[src/rtl/fpu_sequencer.sv]
// fpu_sequencer
//   Sends one floating-point request at a time from the integer execute stage
//   to fpu_controller and returns a single-cycle result pulse. feq/flt/fle are
//   evaluated locally because the controller has no compare datapath. Illegal
//   op codes are answered with an error and never reach the FPU.
//
// Ports
//   clk_i, rst_i                  clock, synchronous active-high reset
//   req_valid_i / req_ready_o     request handshake (accept = valid && ready)
//   req_op_i, req_rs1_i/rs2_i     op code and raw operand bits
//   resp_valid_o                  one-cycle result pulse
//   resp_data_o, resp_err_o       result (held) and illegal-op flag
//   fpu_op_o, fpu_in1_o/in2_o     op select and operands to the controller
//   fpu_in_stb_o                  operand strobe (in1_stb and in2_stb)
//   fpu_in1_ack_i, fpu_in2_ack_i  operand acks from the controller
//   fpu_out_i, fpu_out_stb_i      FPU result and its strobe
//   fpu_out_ack_o                 result accepted
module fpu_sequencer (
  input  logic        clk_i,
  input  logic        rst_i,
  input  logic        req_valid_i,
  output logic        req_ready_o,
  input  logic [3:0]  req_op_i,
  input  logic [31:0] req_rs1_i,
  input  logic [31:0] req_rs2_i,
  output logic        resp_valid_o,
  output logic [31:0] resp_data_o,
  output logic        resp_err_o,
  output logic [3:0]  fpu_op_o,
  output logic [31:0] fpu_in1_o,
  output logic [31:0] fpu_in2_o,
  output logic        fpu_in_stb_o,
  input  logic        fpu_in1_ack_i,
  input  logic        fpu_in2_ack_i,
  input  logic [31:0] fpu_out_i,
  input  logic        fpu_out_stb_i,
  output logic        fpu_out_ack_o
);

  localparam logic [3:0] OP_LAST_FPU = 4'b0101;
  localparam logic [3:0] OP_FEQ      = 4'b0110;
  localparam logic [3:0] OP_FLT      = 4'b0111;
  localparam logic [3:0] OP_FLE      = 4'b1000;
  localparam logic [3:0] OP_NONE     = 4'b1111;  // deselects every FPU core

  typedef enum logic [1:0] {IDLE, ISSUE, WAIT, RESP} state_e;

  // NaN: all-ones exponent with a non-zero mantissa.
  function automatic logic is_nan(input logic [31:0] x);
    return (x[30:23] == 8'hFF) && (x[22:0] != 23'd0);
  endfunction

  // Single-precision compare; any NaN operand yields 0, signed zeros are equal.
  function automatic logic [31:0] fcmp(input logic [3:0] op,
                                       input logic [31:0] a,
                                       input logic [31:0] b);
    logic        any_nan;
    logic        both_zero;
    logic        eq;
    logic        lt;
    logic [31:0] res;
    any_nan   = is_nan(a) || is_nan(b);
    both_zero = (a[30:0] == 31'd0) && (b[30:0] == 31'd0);
    eq        = !any_nan && ((a == b) || both_zero);
    if (any_nan) begin
      lt = 1'b0;
    end else if (a[31] != b[31]) begin
      lt = a[31] && !both_zero;
    end else if (!a[31]) begin
      lt = a[30:0] < b[30:0];
    end else begin
      // both negative: larger magnitude is the smaller value
      lt = a[30:0] > b[30:0];
    end
    case (op)
      OP_FEQ:  res = {31'd0, eq};
      OP_FLT:  res = {31'd0, lt};
      OP_FLE:  res = {31'd0, lt | eq};
      default: res = 32'd0;
    endcase
    return res;
  endfunction

  state_e      state_q, state_d;
  logic [3:0]  fpu_op_q, fpu_op_d;
  logic [31:0] in1_q, in1_d;
  logic [31:0] in2_q, in2_d;
  logic        in_stb_q, in_stb_d;
  logic        out_ack_q, out_ack_d;
  logic        a_done_q, a_done_d;
  logic        req_ready_q, req_ready_d;
  logic        resp_valid_q, resp_valid_d;
  logic [31:0] resp_data_q, resp_data_d;
  logic        resp_err_q, resp_err_d;

  // Next-state and next-output logic; every output is registered.
  always_comb begin
    state_d      = state_q;
    fpu_op_d     = fpu_op_q;
    in1_d        = in1_q;
    in2_d        = in2_q;
    in_stb_d     = in_stb_q;
    out_ack_d    = out_ack_q;
    a_done_d     = a_done_q;
    req_ready_d  = req_ready_q;
    resp_valid_d = 1'b0;
    resp_data_d  = resp_data_q;
    resp_err_d   = resp_err_q;

    case (state_q)
      IDLE: begin
        if (req_valid_i && req_ready_q) begin
          in1_d       = req_rs1_i;
          in2_d       = req_rs2_i;
          req_ready_d = 1'b0;
          if (req_op_i <= OP_LAST_FPU) begin
            state_d  = ISSUE;
            fpu_op_d = req_op_i;
            in_stb_d = 1'b1;
            a_done_d = 1'b0;
          end else if (req_op_i <= OP_FLE) begin
            state_d      = RESP;
            resp_data_d  = fcmp(req_op_i, req_rs1_i, req_rs2_i);
            resp_err_d   = 1'b0;
            resp_valid_d = 1'b1;
          end else begin
            state_d      = RESP;
            resp_data_d  = 32'd0;
            resp_err_d   = 1'b1;
            resp_valid_d = 1'b1;
          end
        end else begin
          state_d = IDLE;
        end
      end
      ISSUE: begin
        // in1 may be acked before in2; remember it until in2 arrives.
        a_done_d = a_done_q | fpu_in1_ack_i;
        if (fpu_in2_ack_i && (a_done_q || fpu_in1_ack_i)) begin
          state_d   = WAIT;
          in_stb_d  = 1'b0;
          out_ack_d = 1'b1;
          a_done_d  = 1'b0;
        end else begin
          state_d = ISSUE;
        end
      end
      WAIT: begin
        if (fpu_out_stb_i) begin
          state_d      = RESP;
          resp_data_d  = fpu_out_i;
          resp_err_d   = 1'b0;
          resp_valid_d = 1'b1;
          out_ack_d    = 1'b0;
          fpu_op_d     = OP_NONE;
        end else begin
          state_d = WAIT;
        end
      end
      RESP: begin
        state_d     = IDLE;
        req_ready_d = 1'b1;
        fpu_op_d    = OP_NONE;
      end
      default: begin
        state_d     = IDLE;
        fpu_op_d    = OP_NONE;
        in_stb_d    = 1'b0;
        out_ack_d   = 1'b0;
        a_done_d    = 1'b0;
        req_ready_d = 1'b1;
      end
    endcase
  end

  // State and output registers with synchronous reset.
  always_ff @(posedge clk_i) begin
    if (rst_i) begin
      state_q      <= IDLE;
      fpu_op_q     <= OP_NONE;
      in1_q        <= 32'd0;
      in2_q        <= 32'd0;
      in_stb_q     <= 1'b0;
      out_ack_q    <= 1'b0;
      a_done_q     <= 1'b0;
      req_ready_q  <= 1'b1;
      resp_valid_q <= 1'b0;
      resp_data_q  <= 32'd0;
      resp_err_q   <= 1'b0;
    end else begin
      state_q      <= state_d;
      fpu_op_q     <= fpu_op_d;
      in1_q        <= in1_d;
      in2_q        <= in2_d;
      in_stb_q     <= in_stb_d;
      out_ack_q    <= out_ack_d;
      a_done_q     <= a_done_d;
      req_ready_q  <= req_ready_d;
      resp_valid_q <= resp_valid_d;
      resp_data_q  <= resp_data_d;
      resp_err_q   <= resp_err_d;
    end
  end

  assign req_ready_o   = req_ready_q;
  assign resp_valid_o  = resp_valid_q;
  assign resp_data_o   = resp_data_q;
  assign resp_err_o    = resp_err_q;
  assign fpu_op_o      = fpu_op_q;
  assign fpu_in1_o     = in1_q;
  assign fpu_in2_o     = in2_q;
  assign fpu_in_stb_o  = in_stb_q;
  assign fpu_out_ack_o = out_ack_q;

endmodule

[config.mk]
export PLATFORM = sky130hd
export DESIGN_NAME = fpu_sequencer
export DESIGN_NICKNAME = d
export VERILOG_FILES = /design/src/rtl/fpu_sequencer.sv
export SDC_FILE = /design/constraint.sdc
export NUM_CORES = 1
export LEC_CHECK = 0
export ABC_AREA = 1
export BUFFER_PORTS_ARGS = -buffer_cell sky130_fd_sc_hd__buf_2
export CAP_MARGIN = 40
export CORE_MARGIN = 3
export CORE_UTILIZATION = 53
export CTS_BUF_LIST = sky130_fd_sc_hd__clkbuf_4
export DETAILED_ROUTE_END_ITERATION = 12
export GPL_ROUTABILITY_DRIVEN = 0
export PLACE_DENSITY = 0.95
export SLEW_MARGIN = 40
export SYNTH_ARGS = -nofsm -noshare
export SYNTH_HDL_FRONTEND = slang
export SYNTH_SLANG_ARGS = --single-unit
[constraint.sdc]
create_clock -name clk_i -period 2.8 [get_ports clk_i]
set_input_delay 0.42 -clock clk_i [delete_from_list [all_inputs] [get_ports clk_i]]
set_output_delay 0.42 -clock clk_i [all_outputs]
set_load 0.05 [all_outputs]
======== Word-level counts from Yosys, hierarchy flattened ========
Cells that the tools add are included.
storage, ports and cells
  register bits ........................... 108
  bits in latches ......................... 0
  RAM bits ................................ 0
  ROM bits ................................ 0
  output and inout port bits .............. 105
  memories ................................ 0
cells by class
  add/sub/neg operators ................... 0
  multiply operators ...................... 0
  div/mod/pow operators ................... 0
  $lt $le $gt $ge ......................... 4
  equal/unequal tests ..................... 15
  shift-type cells ........................ 0
  muxes and demuxes ....................... 43
  bitwise gates (word level) .............. 2
  reduce and logical (&&, ||, !) cells .... 29
operator list
  operator                                             number
  two-way mux 32 bit                                   4
  one-hot mux 32 bit (2 select lines)                  1
  logical NOT 31 bit                                   2
  nonzero test 23 bit                                  2
  equality test 32 bit                                 1
  greater-than comparator 31 bit                       1
  less-than comparator 31 bit                          1
  two-way mux 1 bit                                    23
  equality test 8 bit, second input constant           2
  two-way mux 4 bit                                    3
  one-hot mux 1 bit (2 select lines)                   6
  one-hot mux 4 bit (3 select lines)                   1
  AND reduction 4 bit                                  3
  inequality test 2 bit, second input constant         5
  equality test 4 x 3 -> 1 bit, second input constant  2
  one-hot mux 2 bit (4 select lines)                   1
  nonzero test 2 bit                                   4
  logical AND 1 bit                                    7
  two-way mux 2 bit                                    3
  AND reduction 3 bit                                  2
  equality test 2 bit, second input constant           2
  equality test 4 bit, second input constant           1
  <= comparator 4 x 3 -> 1 bit, second input constant  1
  <= comparator 4 bit, second input constant           1
  9 further kinds                                      14

======== Depth between registers and ports, before layout ========
Gate-level depths: netlist of run 1.
  depth in word-level cells ............... 16
  depth in mapped cells ................... 17
  depth with buffers taken out ............ 17

======== Worst setup path before layout of run 1 ========
OpenSTA, ideal clock, no wires.
  kind .................................... input to register
  from .................................... input port req_rs2_i[14]
  to ...................................... register resp_data_q[0] (netlist: resp_data_o[0])
  arrival time ............................ 1.612 ns
  setup slack ............................. 1.118 ns
  stages on the path ...................... 12
  buffers on the path ..................... 0
  path through ............................ inv_1 > ha_1 > nand2_1 > nor2_1 > nand3_1 > nor3_2 > nand2_1 > o21ai_1 > o21ai_0 > nand2_1 > nand2_1 > a21oi_1
on the way
  cells in the longest elaborated chain, start to end .. 16
  elaborated cells between the ends (all ways) .. 26
  those cells by class .................... order compare: 2; eq/ne: 1; mux: 12; bitwise: 1; reduce/logical: 10
RTL lines
  item                                                                                  RTL line  source
  start, declared                                                                       25        input logic [31:0] req_rs2_i,
  parallel branches: the longest is 11 deep, another holds less-than comparator 31 bit  --
  one-hot mux 1 bit (3 select lines) (*)                                                75        case (op)
  two-way mux 32 bit (*)                                                                121       end else if (req_op_i <= OP_FLE) begin
  two-way mux 32 bit (*)                                                                116       if (req_op_i <= OP_LAST_FPU) begin
  two-way mux 32 bit (*)                                                                112       if (req_valid_i && req_ready_q) begin
  one-hot mux 32 bit (2 select lines) (*)                                               110       case (state_q)
  end signal, assigned                                                                  200       resp_data_q <= resp_data_d;
  end, declared                                                                         93        logic [31:0] resp_data_q, resp_data_d;
Every way passes the cells marked *. The select of a mux whose other input is x is not followed.
A chain may end at the register's enable or synchronous reset.

======== Final worst setup path of run 1 ========
  from .................................... register state_q[1]
  to ...................................... register in1_q[23] (netlist: fpu_in1_o[23])
on the way
  cells in the longest elaborated chain, start to end .. 2
RTL lines
  item                                  RTL line  source
  start, declared                       84        state_e state_q, state_d;
  start signal, assigned                191       state_q <= state_d;
  logical NOT 2 bit                     110
  AND reduction 2 bit (no source line)  --
  end signal, assigned                  193       in1_q <= in1_d;
  end, declared                         86        logic [31:0] in1_q, in1_d;
Every way passes these cells.

==> results of run 1 <==
-- flip-flops by register name, summed over array words and instances, names as in the netlist, 2 cells and up --
register,count
fpu_in1_o,32
fpu_in2_o,32
resp_data_o,32
fpu_op_o,4
state_q,2
-- cell families (layout without fill, tap and decap cells) --
| group | Yosys count | after routing | share of synthesized area, % |
|---|---|---|---|
| AOI/OAI and AO/OA | 169 | 169 | 16.69 |
| DFF | 108 | 108 | 42.04 |
| and+or+nand+nor | 267 | 267 | 25.40 |
| adders and majority gates | 31 | 31 | 7.543 |
| buffers and inverters | 101 | 299 | 8.321 |
-- metrics by stage --
| stage | hold slack [ns] | setup WS, ns | cell area, um^2 |
|---|---|---|---|
| floorplan | 0.4546 | 1.118 | 5142 |
| global placement | 0.4492 | 0.7464 | 6237 |
| detailed placement | 0.4534 | 0.6937 | 6237 |
| CTS | 0.1702 | 0.6411 | 6385 |
| global route | 0.1386 | 0.4612 | 6385 |
| finish | 0.1752 | 0.6551 | 6385 |
-- layout make-up --
type / count / area, um^2
fill: 782 / 2943
inverter: 68 / 260.3
multi-input combinational: 467 / 2552
clock inverter: 7 / 80.08
clock buffer: 9 / 67.56
sequential: 108 / 2162
tap: 129 / 161.4
timing repair buffer: 215 / 1101
-- layer usage --
metal  share of wire [%]  GRT usage (%)  vias up
met5                   0              0        -
met4                 2.6          8.737        0
met3                 6.1          6.580       35
met2                  50          44.70      193
met1                  42          32.83     2359
li1                    -              -     2631
-- path summary, 6_finish.rpt --
| check | startpoint | endpoint | slack [ns] |
|---|---|---|---|
| worst min-delay path | fpu_out_i[30] | resp_data_o[30] | 0.18 |
| worst min register to register | resp_data_o[10] | resp_data_o[10] | 0.47 |
| worst max-delay path | state_q[1] | fpu_in1_o[23] | 0.66 |
| worst max register to register | state_q[1] | fpu_in1_o[23] | 0.66 |
-- layout by cell type (no fill, tap or decap), drive strengths merged, types with 2 or more instances in the layout --
cell type and n:
a21o 2, a21oi 91, buf 215, clkbuf 9, clkinv 3, dfxtp 108, ha 31, inv 71
nand2 109, nand3 42, nand4 15, nor2 89, nor3 4, nor4 5, o211ai 2, o21ai 72
o22ai 2
-- worst max-delay path, stage by stage, from the launching register on --
cell and delay [ns]:
dfxtp_1 0.39, nor2_1 0.21, nand3_2 0.31, inv_2 0.48, buf_12 0.34, o21ai_0 0.13, a21oi_1 0.19
-- power by group through the flow --
stage                     Clock, uW  Combinational [uW]  Sequential, uW
after floorplan                   0                 554            2430
after global placement            0                1500            1830
after detailed placement          0                1530            1830
after CTS                       849                1530            1800
after global routing            931                1650            1830
final                           835                1530            1800
==> qor.csv, run 1 <==
metric;value;unit
die_x;104.5;um
dr.pass1.iters;4;
worst_slew_pin_slew;0.6008;ns
status;finished clean;
critPathMaxFanout;77;
finalSetupTns;0;ns
path_class;reg2reg;
ys_ff_latch;108;
synth_edf_count;0;
dp_hpwl;11.23;mm
die_area;10920;um^2
grt_first_pass_wirelength;23.74;mm
cts.sinks;108;
path_clk_slew;0.18;ns
clockRootBuffer;clkbuf_4;
maxSlewHeadroom;59.94;%
cts_inserted_buffers;9;
clock.fmax;466.2;MHz
detail-route-antenna-nets;0;
cp.arrival;2.54;ns
synthArstFlopShare;0;%
yosysTopAreaCell;dfxtp_1;
yosysMostFrequentCell;dfxtp_1;
post_drt_via_cell_ratio;5.202;
cap_violations;0;
drc;0;
whs_path_depth;3;
synthTopCellsByArea;dfxtp_1 42%, a21oi_1 8.9%, nand2_1 7.8%;
ys_seq_area_share;42.04;%
synth_top_area_share;42.04;%
syn-cell-area;5142;um^2
finalCritPeriodShare;76.60;%
cts.path.max_buffers;2;
p_clk_share;20.0;%
core_area;9328;um^2
pin_count;211;
syn_inst;676;
internal-power;2366;uW
vias;5218;
wl;14.70;mm
setup_viol;0;
drtIter0Drc;314;
stdcell_count;1003;
p_leak;0.003155;uW
post-route-min-period;2.145;ns
post_drt_wl_per_cell;14.65;um
hold_violations;0;
ys.flop_type;dfxtp_1;
layout-drive-gt1-share;31.24;%
portBuffers;210;
seqPwrFrac;43.3;%
rsz0062_at_grt;false;
hold_path.class;in2reg;
antenna_found_initial;0;
fin_nets;1006;
p_sw_share;43.26;%
hold_buffers;0;
diodes;0;
syn_avg_cell_area;7.607;um^2
postCtsSetupBuffers;0;
synthTopCellsByCount;108 x dfxtp_1, 107 x nand2_1, 91 x a21oi_1;
grt_pass1_vias;4952;
yosys_warnings;0;
track_usage;26.43;%
htree_levels;3;
ff2ff_path_depth;6;
critPathLaunchType;flip-flop;
syn2layout_area_growth;24.16;%
dp.cells;987;
slew_viol_final;0;
gr-total-overflow;0;
synth_cell_types;31;
ir_drop;0.0005389;V
die_h;104.5;um
final_util;68.45;%
p_comb_share;36.7;%
clk_latency;0.47;ns
switchingPower;1804;uW
std_cell_rows;35;
grt_max_degree;78;
ctsResizeCount;0;
cts_tree;yes;
endpoint_kind;flip-flop;
fin_skew;0.01947;ns
powerDensity;653.2;nW/um^2
initial_utilization;55.13;%
required;3.20;ns
synthesis.nets;813;
finalPower;4171;uW
Power figures use the tool's default switching activity.
==> run 2: changes to the inputs <==
- CORE_UTILIZATION: 53 -> 50
- PLACE_DENSITY: 0.95 -> 0.94
- clock period: 2.8 -> 2.1 ns (I/O delays scaled with it)
==> run 2 against run 1 <==
Power up 33%. Via count up 2.0%. Sequential power up 34%. Clock power up 28%. Combinational power up 35%. Worst hold slack worse by 0.12 ns. Flip-flop and latch count unchanged. Critical path depth up 2. Worst setup slack worse by 0.44 ns. Critical endpoint is now fpu_op_o[0]. Largest power group unchanged.
==> qor.csv, run 2 (synthesis results as in run 1) <==
metric;value;unit
r2r_setup_slack;0.21;ns
dp_hpwl;11.51;mm
final_cell_mix;210 x buf_2, 108 x dfxtp_1, 107 x nand2_1, 91 x a21oi_1, 86 x nor2_1;
ctsResizeCount;0;
powerDensity;863.4;nW/um^2
hold_buffers;0;
fin_skew;0.03226;ns
p_clk_share;19.3;%
die_x;107.4;um
hold_path.class;in2reg;
die_area;11540;um^2
maxSlewHeadroom;65.07;%
drc;0;
post_drt_wl_per_cell;14.90;um
place_area;6265;um^2
critPathMaxFanout;54;
p_leak;0.003165;uW
ir_drop;0.0005554;V
switchingPower;2473;uW
path_clk_slew;0.20;ns
finalSetupTns;0;ns
cts_tree;yes;
required;2.51;ns
fillers;888;
post_drt_via_cell_ratio;5.271;
clk_latency;0.47;ns
stdcell_count;1010;
fin_nets;1009;
grt_first_pass_wirelength;23.25;mm
drtIter0Drc;346;
status;finished clean;
endpoint_kind;flip-flop;
gr-total-overflow;0;
dp.cells;994;
setup_viol;0;
std_cell_rows;36;
seq_area;2162;um^2
cts_inserted_buffers;9;
initial_utilization;52.13;%
path_class;reg2reg;
seqPwrFrac;43.4;%
rsz0062_at_grt;false;
wl;15.05;mm
p_sw_share;44.61;%
syn2layout_area_growth;24.84;%
post-route-min-period;1.888;ns
mostFrequentLayoutCell;buf_2;
diodes;0;
worst_slew_pin_slew;0.5240;ns
clockRootBuffer;clkbuf_4;
detail-route-antenna-nets;0;
cts.sinks;108;
internal-power;3071;uW
grt_max_degree;55;
hold_violations;0;
cap_violations;0;
multi_input_area;2560;um^2
slew_viol_final;0;
fin_area;6420;um^2
htree_levels;3;
cts.path.max_buffers;2;
die_h;107.4;um
portBuffers;210;
finalCritPeriodShare;89.91;%
clock.fmax;529.6;MHz
pin_count;211;
p_comb_share;37.3;%
critPathLaunchType;flip-flop;
grt_pass1_vias;4873;
vias;5324;
core_area;9864;um^2
antenna_found_initial;0;
layout-drive-gt1-share;31.58;%
cp.arrival;2.29;ns
track_usage;25.06;%
dr.pass1.iters;5;
postCtsSetupBuffers;0;
==> run 2: changes by cell type in the layout (fill, tap and decap cells not counted) <==
cell and delta:
clkinvlp_4 +1, inv_6 -2, bufinv_16 -1, inv_8 +1
clkinv_1 -1, nand3_4 +1, buf_4 +3, clkinv_8 +2
nand3_2 -1
==> run 2: metal layers <==
metal  wire length (um)  vias up  global-route usage (%)
met5                  0        -                       0
met4                339        0                   8.837
met3               1096       29                   5.159
met2               7384      215                   42.54
met1               6226     2452                   31.57
li1                   -     2628                       -
==> run 2: worst paths after layout <==
kind,start,end,cells past startpoint
max,state_q[1],fpu_op_o[0],8
min,fpu_out_i[16],resp_data_o[16],3
max reg2reg,state_q[1],fpu_op_o[0],8
min reg2reg,resp_data_o[16],resp_data_o[16],2
==> run 2: layout make-up <==
type / count / share of cell area [%]
sequential: 108 / 33.68
inverter: 68 / 4.054
clock buffer: 9 / 1.052
multi-input combinational: 467 / 39.88
clock inverter: 7 / 1.247
tap: 133 / 2.592
timing repair buffer: 218 / 17.50
==> run 2: critical path: stages (launching register included) <==
cell,delay [ns]
dfxtp_1,0.40
nor2_1,0.26
nand3_4,0.23
inv_2,0.14
buf_12,0.23
nand2_1,0.20
nand2_1,0.17
nor2_1,0.06
o21ai_1,0.12
==> run 2: metrics by stage <==
| step | worst slack, ns | total power [uW] | utilization (%) | hold slack, ns |
|---|---|---|---|---|
| after floorplan | 0.5230 | 3975 | - | 0.4537 |
| after global placement | 0.2478 | 4471 | 63.51 | 0.4492 |
| after detailed placement | 0.1941 | 4509 | 63.51 | 0.4526 |
| after CTS | 0.1632 | 5562 | 65.01 | 0.04217 |
| after global routing | 0.04835 | 5822 | 65.08 | 0.02577 |
| final | 0.2119 | 5543 | 65.08 | 0.05738 |
==> run 2: power by group through the flow <==
stage               clock network (uW)  logic [uW]  registers [uW]
floorplan                            0         738            3240
detailed placement                   0        2060            2450
finish                            1070        2070            2410
CTS                               1090        2070            2410
global placement                     0        2030            2440
global route                      1160        2220            2430
